===== src/rtl/host_sequencer.sv =====
// host_sequencer
//   Sequences one job through four phases:
//   - load host words into shared memory
//   - launch the cores and wait until every core reports done
//   - stream the result words back to the host
//   - return to idle
//
// Build option:
//   SEQ_TIMEOUT_EN  When defined, a RUN watchdog down-counter is built. When
//                   it reaches terminal count, it sets the sticky timeout and
//                   forces the move to UNLOAD. When undefined there is no
//                   counter, and RUN waits for the cores indefinitely.
//
// Ports:
//   clk, rst_n           clock, async active-low reset
//   load_start           host request to load (IDLE only)
//   in_data, in_valid    host load word and its qualifier (LOAD only)
//   load_done            end of load (LOAD only)
//   mem_addr/wdata/wr_en shared-memory write/read port (registered)
//   mem_rdata            shared-memory read data, one cycle after mem_addr
//   core_start           one-cycle launch pulse on the first RUN cycle
//   core_done            per-core completion, pulse or level
//   out_data/valid/ready result stream to host (valid/ready handshake)
//   unload_start         high throughout UNLOAD
//   unload_done          one-cycle pulse after the last word is accepted
//   state                IDLE=11, LOAD=00, RUN=01, UNLOAD=10
//   load_overflow        sticky: load write pointer wrapped
//   timeout              sticky: RUN watchdog expired
//
// state  | meaning
// -------+------------------------------------------------------------------
// IDLE   | waiting for load_start
// LOAD   | writing host words to memory at an incrementing pointer
// RUN    | cores launched; collecting core_done into the done mask
// UNLOAD | FETCH (out_valid=0) / PRESENT (out_valid=1) per result word

module host_sequencer #(
  parameter int DATA_W         = 16,
  parameter int ADDR_W         = 16,
  parameter int NUM_CORES      = 4,
  parameter int OUT_WORDS      = 1025,
  parameter int TIMEOUT_CYCLES = 1000000
) (
  input  logic                 clk,
  input  logic                 rst_n,
  input  logic                 load_start,
  input  logic [DATA_W-1:0]    in_data,
  input  logic                 in_valid,
  input  logic                 load_done,
  output logic [ADDR_W-1:0]    mem_addr,
  output logic [DATA_W-1:0]    mem_wdata,
  output logic                 mem_wr_en,
  input  logic [DATA_W-1:0]    mem_rdata,
  output logic                 core_start,
  input  logic [NUM_CORES-1:0] core_done,
  output logic [DATA_W-1:0]    out_data,
  output logic                 out_valid,
  input  logic                 out_ready,
  output logic                 unload_start,
  output logic                 unload_done,
  output logic [1:0]           state,
  output logic                 load_overflow,
  output logic                 timeout
);

  typedef enum logic [1:0] {
    ST_LOAD   = 2'b00,
    ST_RUN    = 2'b01,
    ST_UNLOAD = 2'b10,
    ST_IDLE   = 2'b11
  } state_e;

  localparam logic [ADDR_W-1:0] LAST_RD = ADDR_W'(OUT_WORDS - 1);

  state_e                state_q, state_d;
  logic [ADDR_W-1:0]     wr_ptr_q, wr_ptr_d;
  logic [ADDR_W-1:0]     rd_ptr_q, rd_ptr_d;
  logic [NUM_CORES-1:0]  mask_q, mask_d, mask_nxt;
  logic [ADDR_W-1:0]     mem_addr_q, mem_addr_d;
  logic [DATA_W-1:0]     mem_wdata_q, mem_wdata_d;
  logic                  mem_wr_en_q, mem_wr_en_d;
  logic                  core_start_q, core_start_d;
  logic                  out_valid_q, out_valid_d;
  logic                  out_cap_q, out_cap_d;
  logic [DATA_W-1:0]     out_data_q, out_data_d;
  logic                  unload_done_q, unload_done_d;
  logic                  ovf_q, ovf_d;
  logic                  timeout_q, timeout_d;
  logic                  tmr_tc;

`ifdef SEQ_TIMEOUT_EN
  localparam int TMR_W = (TIMEOUT_CYCLES > 1) ? $clog2(TIMEOUT_CYCLES) : 1;
  localparam logic [TMR_W-1:0] TMR_LOAD = TMR_W'(TIMEOUT_CYCLES - 1);

  logic [TMR_W-1:0] run_tmr_q, run_tmr_d;
  logic             run_entry;

  assign run_entry = (state_q == ST_LOAD) && load_done;
  assign tmr_tc    = (run_tmr_q == '0);

  // Loaded on the way into RUN, so terminal count lands on the last
  // allowed RUN cycle.
  always_comb begin
    run_tmr_d = run_tmr_q;
    if (run_entry) begin
      run_tmr_d = TMR_LOAD;
    end else if ((state_q == ST_RUN) && !tmr_tc) begin
      run_tmr_d = run_tmr_q - 1'b1;
    end
  end

  always_ff @(posedge clk or negedge rst_n) begin
    if (!rst_n) begin
      run_tmr_q <= '0;
    end else begin
      run_tmr_q <= run_tmr_d;
    end
  end
`else
  assign tmr_tc = 1'b0;
`endif

  always_comb begin
    state_d       = state_q;
    wr_ptr_d      = wr_ptr_q;
    rd_ptr_d      = rd_ptr_q;
    mask_d        = mask_q;
    mem_addr_d    = mem_addr_q;
    mem_wdata_d   = mem_wdata_q;
    mem_wr_en_d   = 1'b0;
    core_start_d  = 1'b0;
    out_valid_d   = out_valid_q;
    out_cap_d     = 1'b0;
    out_data_d    = out_data_q;
    unload_done_d = 1'b0;
    ovf_d         = ovf_q;
    timeout_d     = timeout_q;
    mask_nxt      = mask_q | core_done;

    case (state_q)
      ST_IDLE: begin
        if (load_start) begin
          wr_ptr_d  = '0;
          ovf_d     = 1'b0;
          timeout_d = 1'b0;
          state_d   = ST_LOAD;
        end
      end

      ST_LOAD: begin
        // Once the pointer has wrapped, further words are dropped so
        // nothing already loaded gets overwritten.
        if (in_valid && !ovf_q) begin
          mem_wr_en_d = 1'b1;
          mem_addr_d  = wr_ptr_q;
          mem_wdata_d = in_data;
          wr_ptr_d    = wr_ptr_q + 1'b1;
          if (&wr_ptr_q) begin
            ovf_d = 1'b1;
          end
        end
        if (load_done) begin
          state_d      = ST_RUN;
          core_start_d = 1'b1;
          mask_d       = '0;
        end
      end

      ST_RUN: begin
        mask_d = mask_nxt;
        if (&mask_nxt || tmr_tc) begin
          state_d     = ST_UNLOAD;
          rd_ptr_d    = '0;
          mem_addr_d  = '0;
          out_valid_d = 1'b0;
          if (!(&mask_nxt)) begin
            timeout_d = 1'b1;
          end
        end
      end

      ST_UNLOAD: begin
        if (!out_valid_q) begin
          // FETCH: mem_addr already holds rd_ptr; data arrives next cycle.
          out_valid_d = 1'b1;
          out_cap_d   = 1'b1;
        end else begin
          if (out_cap_q) begin
            out_data_d = mem_rdata;
          end
          if (out_ready) begin
            out_valid_d = 1'b0;
            if (rd_ptr_q == LAST_RD) begin
              unload_done_d = 1'b1;
              state_d       = ST_IDLE;
            end else begin
              rd_ptr_d   = rd_ptr_q + 1'b1;
              mem_addr_d = rd_ptr_q + 1'b1;
            end
          end
        end
      end

      default: state_d = ST_IDLE;
    endcase
  end

  always_ff @(posedge clk or negedge rst_n) begin
    if (!rst_n) begin
      state_q       <= ST_IDLE;
      wr_ptr_q      <= '0;
      rd_ptr_q      <= '0;
      mask_q        <= '0;
      mem_addr_q    <= '0;
      mem_wdata_q   <= '0;
      mem_wr_en_q   <= 1'b0;
      core_start_q  <= 1'b0;
      out_valid_q   <= 1'b0;
      out_cap_q     <= 1'b0;
      out_data_q    <= '0;
      unload_done_q <= 1'b0;
      ovf_q         <= 1'b0;
      timeout_q     <= 1'b0;
    end else begin
      state_q       <= state_d;
      wr_ptr_q      <= wr_ptr_d;
      rd_ptr_q      <= rd_ptr_d;
      mask_q        <= mask_d;
      mem_addr_q    <= mem_addr_d;
      mem_wdata_q   <= mem_wdata_d;
      mem_wr_en_q   <= mem_wr_en_d;
      core_start_q  <= core_start_d;
      out_valid_q   <= out_valid_d;
      out_cap_q     <= out_cap_d;
      out_data_q    <= out_data_d;
      unload_done_q <= unload_done_d;
      ovf_q         <= ovf_d;
      timeout_q     <= timeout_d;
    end
  end

  // The memory returns data in the first PRESENT cycle, so that cycle
  // passes mem_rdata straight through. The captured copy then holds the
  // word steady while the host stalls.
  assign out_data      = out_cap_q ? mem_rdata : out_data_q;
  assign mem_addr      = mem_addr_q;
  assign mem_wdata     = mem_wdata_q;
  assign mem_wr_en     = mem_wr_en_q;
  assign core_start    = core_start_q;
  assign out_valid     = out_valid_q;
  assign unload_start  = (state_q == ST_UNLOAD);
  assign unload_done   = unload_done_q;
  assign state         = state_q;
  assign load_overflow = ovf_q;
  assign timeout       = timeout_q;

endmodule


===== config.mk =====
export PLATFORM = sky130hd
export DESIGN_NAME = host_sequencer
export DESIGN_NICKNAME = d
export VERILOG_FILES = /design/src/rtl/host_sequencer.sv
export SDC_FILE = /design/constraint.sdc
export NUM_CORES = 1
export LEC_CHECK = 0
export CORE_MARGIN = 2
export CORE_UTILIZATION = 45
export DETAILED_ROUTE_END_ITERATION = 7
export PLACE_DENSITY = 0.8
export SLEW_MARGIN = 15
export SYNTH_ARGS = -nofsm -noshare
export SYNTH_HDL_FRONTEND = slang
export SYNTH_SLANG_ARGS = --single-unit

===== constraint.sdc =====
create_clock -name clk -period 4.2 [get_ports clk]
set_input_delay 1.26 -clock clk [delete_from_list [all_inputs] [get_ports clk]]
set_output_delay 1.26 -clock clk [all_outputs]
set_load 0.01 [all_outputs]

; Yosys cells after proc, flatten, opt, wreduce, memory -nomap -nowiden
; Cells that the tools add are included.
[word_totals]
register_bits = 92
latchBits = 0
mem_bits_rw = 0
romBits = 0
out_inout_bits = 57
n_memories = 0
[classes]
n_addsub = 2
n_mul = 0
div = 0
order_cmp = 0
eq_ne = 13
shifts = 0
mux = 38
bitwise = 1
reduce_logical = 18
[op_table]
columns = op, n
row1 = 16-bit two-way mux, 8
row2 = 16-bit case mux with 2 select lines, 2
row3 = 16-bit case mux with 3 select lines, 1
row4 = "16-bit by 1-bit adder with 16-bit output, second input constant", 2
row5 = "16-bit by 11-bit equality test with 1-bit output, second input constant", 1
row6 = 1-bit two-way mux, 16
row7 = 16-bit AND reduction, 1
row8 = "2-bit inequality test, second input constant", 7
row9 = 2-bit two-way mux, 6
row10 = 6-bit AND reduction, 2
row11 = 2-bit case mux with 4 select lines, 1
row12 = 4-bit case mux with 2 select lines, 1
row13 = 2-bit AND reduction, 4
row14 = 4-bit AND reduction, 2
row15 = 2-bit nonzero test, 3
row16 = 5-bit AND reduction, 1
row17 = "2-bit equality test, second input constant", 2
row18 = 4-bit two-way mux, 1
row19 = "2-bit by 1-bit inequality test with 1-bit output, second input constant", 2
row20 = 4-bit bitwise OR, 1
row21 = 1-bit case mux with 2 select lines, 2
row22 = 3-bit AND reduction, 1
row23 = 3-bit nonzero test, 1
row24 = "2-bit by 1-bit equality test with 1-bit output, second input constant", 1
row25 = other kinds (3), 3

; Logic depth before layout (Yosys ltp)
; Gate-level depths: netlist (run 1).
[depth]
depth_word = 5
ltp_mapped = 9
depth_no_buf = 7

; Worst setup path before layout (run 1)
; OpenSTA, ideal clock, no wires.
[synth_timing]
path_type = in2out
from = in mem_rdata[0]
to = out out_data[0]
arrival_ns = 1.542
setup_slack_ns = 1.398
stages = 1
n_path_buf = 0
path_cell_list = mux2_2
[synth_via]
elab_chain_len = 1
[synth_lines]
columns = item, line
row1 = "start, declared", 53  ; input logic [DATA_W-1:0] mem_rdata,
row2 = 16-bit two-way mux, --
row3 = "end, declared", 56  ; output logic [DATA_W-1:0] out_data,
; No other way between the ends.

; Final worst setup path (run 1)
[layout_timing]
from = in mem_rdata[7]
to = out out_data[7]
; Same word-level chain as after synthesis.

==> run_results.csv, run 1 <==
group,metric,value,unit
final_layout,fillers,917,
yosys,ys_seq_area_frac,0.466,
sta,hold_violations,0,
worst_setup_path,cp.arrival,2430,ps
yosys,synth-main-ff-cell,"dfrtp_1",
placement,dp.cells,682,
sta,fmax,271,MHz
yosys,ys_seq_elements,92,
worst_setup_path,r2r_slack,1650,ps
flow_run,maxCapViolations,0,
sta,drv_slew,0,
yosys,synth_enable_flop_cells,0,
placement,gp_congestion,0.875,
worst_setup_path,crit_chain,"clkdlybuf4s50_1, mux2_2, clkdlybuf4s50_1",
final_layout,nNetsFinal,603,
sta,tns,0,ps
clocking,cts_resized,0,
sta,fin_skew,12.4,ps
clocking,cts_made_buffers,9,
yosys,netlist_area,4940,sq um
route,drt_iter0_drc,173,
yosys,synthTopCellsByArea,"dfrtp_1, mux2_2, nand2_1",
worst_hold_path,hold_path_class,"reg2reg",
sta,fin_crit_sh,0.878,
route,drc,0,
clocking,post-cts-setup-buffers,0,
sta,max_slew_margin,0.445,
power,power.density,529,nW/um^2
sta,rsz0062_at_grt,"no",
route,vias_per_cell,5.62,
power,peakVddDrop,303,uV
global_routing,first_global_vias,4037,
worst_setup_path,critPathMostFrequentCell,"clkdlybuf4s50_1",
clocking,clock-sinks,92,
yosys,ys_warn_count,0,
final_layout,drive_gt1_frac,0.159,
power,finalPower,3.29,mW
yosys,async_flop_share,1.00,
worst_setup_path,start_kind,"primary input",
power,total_leakage_power,2.67,nW
placement,port_buffers,97,
clocking,htreeDepth,3,
final_layout,diodes,0,
yosys,synth.avg_cell_area,10.6,sq um
clocking,clock_latency,370,ps
sta,fin_crit,3690,ps
worst_setup_path,critical_path_required,2940,ps
floorplanning,num_rows,38,
worst_setup_path,cp_top_family,"buffers and inverters",
route,firstDrtPassIters,4,
floorplanning,die_w,109,um
floorplanning,io_pins,99,
placement,dp_hpwl,8.33,mm
sta,final-setup-viol-count,0,
worst_setup_path,slowest_stage,"clkdlybuf4s50_1",
route,vias,3923,
yosys,synth_nets,516,
floorplanning,dieArea,11800,sq um
yosys,syn_inst,466,
route,wl,11.6,mm
final_layout,area_growth,25.8,%
sta,worst_pin_slew,832,ps
yosys,synth_cell_types,62,
worst_setup_path,cp_num_buf_inv,2,
clocking,path_clk_slew,90,ps
clocking,clockBufferDepth,2,
worst_setup_path,crit_type,"in2out",
final_layout,fin_area,6220,sq um
worst_setup_path,cp-end-kind,"primary output",
floorplanning,die_y,109,um
worst_setup_path,max_stage_delay,480,ps
floorplanning,start_util,0.458,
route,wl_per_cell,16.6,um
global_routing,grt_usage,0.210,
worst_setup_path,path_max_fanout,2,
floorplanning,core,10800,sq um
route,ant_nets,0,
clocking,cts-root-buf,"clkbuf_8",
yosys,synth_top_area_frac,0.456,
global_routing,grt_max_degree,66,
yosys,yosysTopAreaCell,"dfrtp_1",
global_routing,antenna_found_initial,0,
clocking,cts_tree,"yes",
global_routing,grt_pass1_wl,19.5,mm
global_routing,gr-total-overflow,0,
status,status,"complete, no violations",
clocking,hold_buffers,0,
final_layout,final_cells,698,
placement,place_area,6000,sq um
## state kept, by name, summed over array words and instances, names as in the netlist
name	count
mem_addr	16
unload_done	1
mem_wdata	16
rd_ptr_q	16
mem_wr_en	1
wr_ptr_q	16
out_valid	1
mask_q	4
out_cap_q	1
load_overflow	1
state	2
core_start	1
out_data_q	16
## cell type report
type | instances | area, sq um | share of cell area
clock inverters | 4 | 55.1 | 0.00886
flip-flops and latches | 92 | 2300 | 0.371
clock buffers | 12 | 165 | 0.0266
multi-input cells | 323 | 2400 | 0.386
well taps | 140 | 175 | 0.0282
repair buffers | 106 | 1040 | 0.167
inverters | 21 | 78.8 | 0.0127
## through the flow
step	hold WS, ps	worst slack [ps]	utilization
3_5_place_dp	478	509	0.556
2_1_floorplan	477	1400	-
4_1_cts	503	508	0.576
6_report	500	512	0.576
3_3_place_gp	475	520	0.556
5_1_grt	530	471	0.576
## final timing paths
check                                        start                        to  depth (start not counted)
setup / recovery                      mem_rdata[7]               out_data[7]                          3
max in group asynchronous                    rst_n  mem_wdata[3]$_DFFE_PN0P_                          2
setup reg to reg              state[0]$_DFFE_PN1P_  mem_addr[15]$_DFFE_PN0P_                          8
hold reg to reg            mem_addr[4]$_DFFE_PN0P_   mem_addr[4]$_DFFE_PN0P_                          1
hold / removal             mem_addr[4]$_DFFE_PN0P_   mem_addr[4]$_DFFE_PN0P_                          1
min in group asynchronous                    rst_n   rd_ptr_q[9]$_DFFE_PN0P_                          1
## report_power, final
group	switching [mW]	total (mW)	leakage (nW)	internal [mW]
combinational	0.569	1.34	1.48	0.773
clock	0.325	0.653	0.109	0.327
sequential	0.208	1.29	1.08	1.08
## cells by family (layout without fill, tap and decap cells)
family / Yosys count / in the layout / synth area share
flip-flops: 92 / 92 / 0.466
AND/OR/NAND/NOR: 144 / 144 / 0.157
multiplexers: 64 / 64 / 0.151
AO/OA/AOI/OAI: 82 / 82 / 0.114
buffers and inverters: 51 / 143 / 0.0476
other: 1 / 1 / 0.000759
adder cells (fa/ha/maj): 8 / 8 / 0.0203
XOR/XNOR: 24 / 24 / 0.0425
## synth_stat cells, types with 6 or more instances
cell type	instances
a21oi_1	18
and3_1	7
buf_2	8
clkbuf_1	17
dfrtp_1	90
ha_1	8
inv_1	21
mux2_1	6
mux2_2	48
mux2_4	8
nand2_1	33
nand3_1	19
nand4_1	16
nor2_1	27
nor3_1	9
nor4_1	6
o21ai_0	12
o21ai_1	6
o22ai_1	9
xnor2_1	12
xor2_1	12
## placed cells by master (no fill, tap or decap), types with 16 or more instances in the layout
cell type        synthesis  routed
nand2_1                 33      33
mux2_2                  48      48
nand3_1                 19      19
nor2_1                  27      27
nand4_1                 16      16
clkdlybuf4s50_1          0      96
dfrtp_1                 90      90
inv_1                   21      21
a21oi_1                 18      18
## layer usage
layer | GRT usage | vias up | share of wire
li1 | - | 1849 | -
met1 | 0.267 | 1931 | 0.43
met2 | 0.351 | 118 | 0.49
met3 | 0.0389 | 25 | 0.054
met4 | 0.0925 | 0 | 0.028
met5 | 0 | - | 0
Note: power is estimated with default switching activity, not from simulation.
==> run 2: changes to the inputs <==
--- a/config.mk
+++ b/config.mk
@@ -7,6 +7,7 @@
 export LEC_CHECK = 0
 export CORE_MARGIN = 2
 export CORE_UTILIZATION = 45
+export CTS_CLUSTER_SIZE = 30
 export DETAILED_ROUTE_END_ITERATION = 7
 export PLACE_DENSITY = 0.8
 export SLEW_MARGIN = 15
==> results of run 2 <==
Same layout as run 1: the final DEF is identical, and so are final timing and power.
==> run 3: changes to the inputs <==
--- a/config.mk
+++ b/config.mk
@@ -10,6 +10,7 @@
 export CTS_CLUSTER_SIZE = 30
 export DETAILED_ROUTE_END_ITERATION = 7
 export PLACE_DENSITY = 0.8
+export SKIP_LAST_GASP = 1
 export SLEW_MARGIN = 15
 export SYNTH_ARGS = -nofsm -noshare
 export SYNTH_HDL_FRONTEND = slang
==> results of run 3 <==
Same layout as run 1: the final DEF is identical, and so are final timing and power.
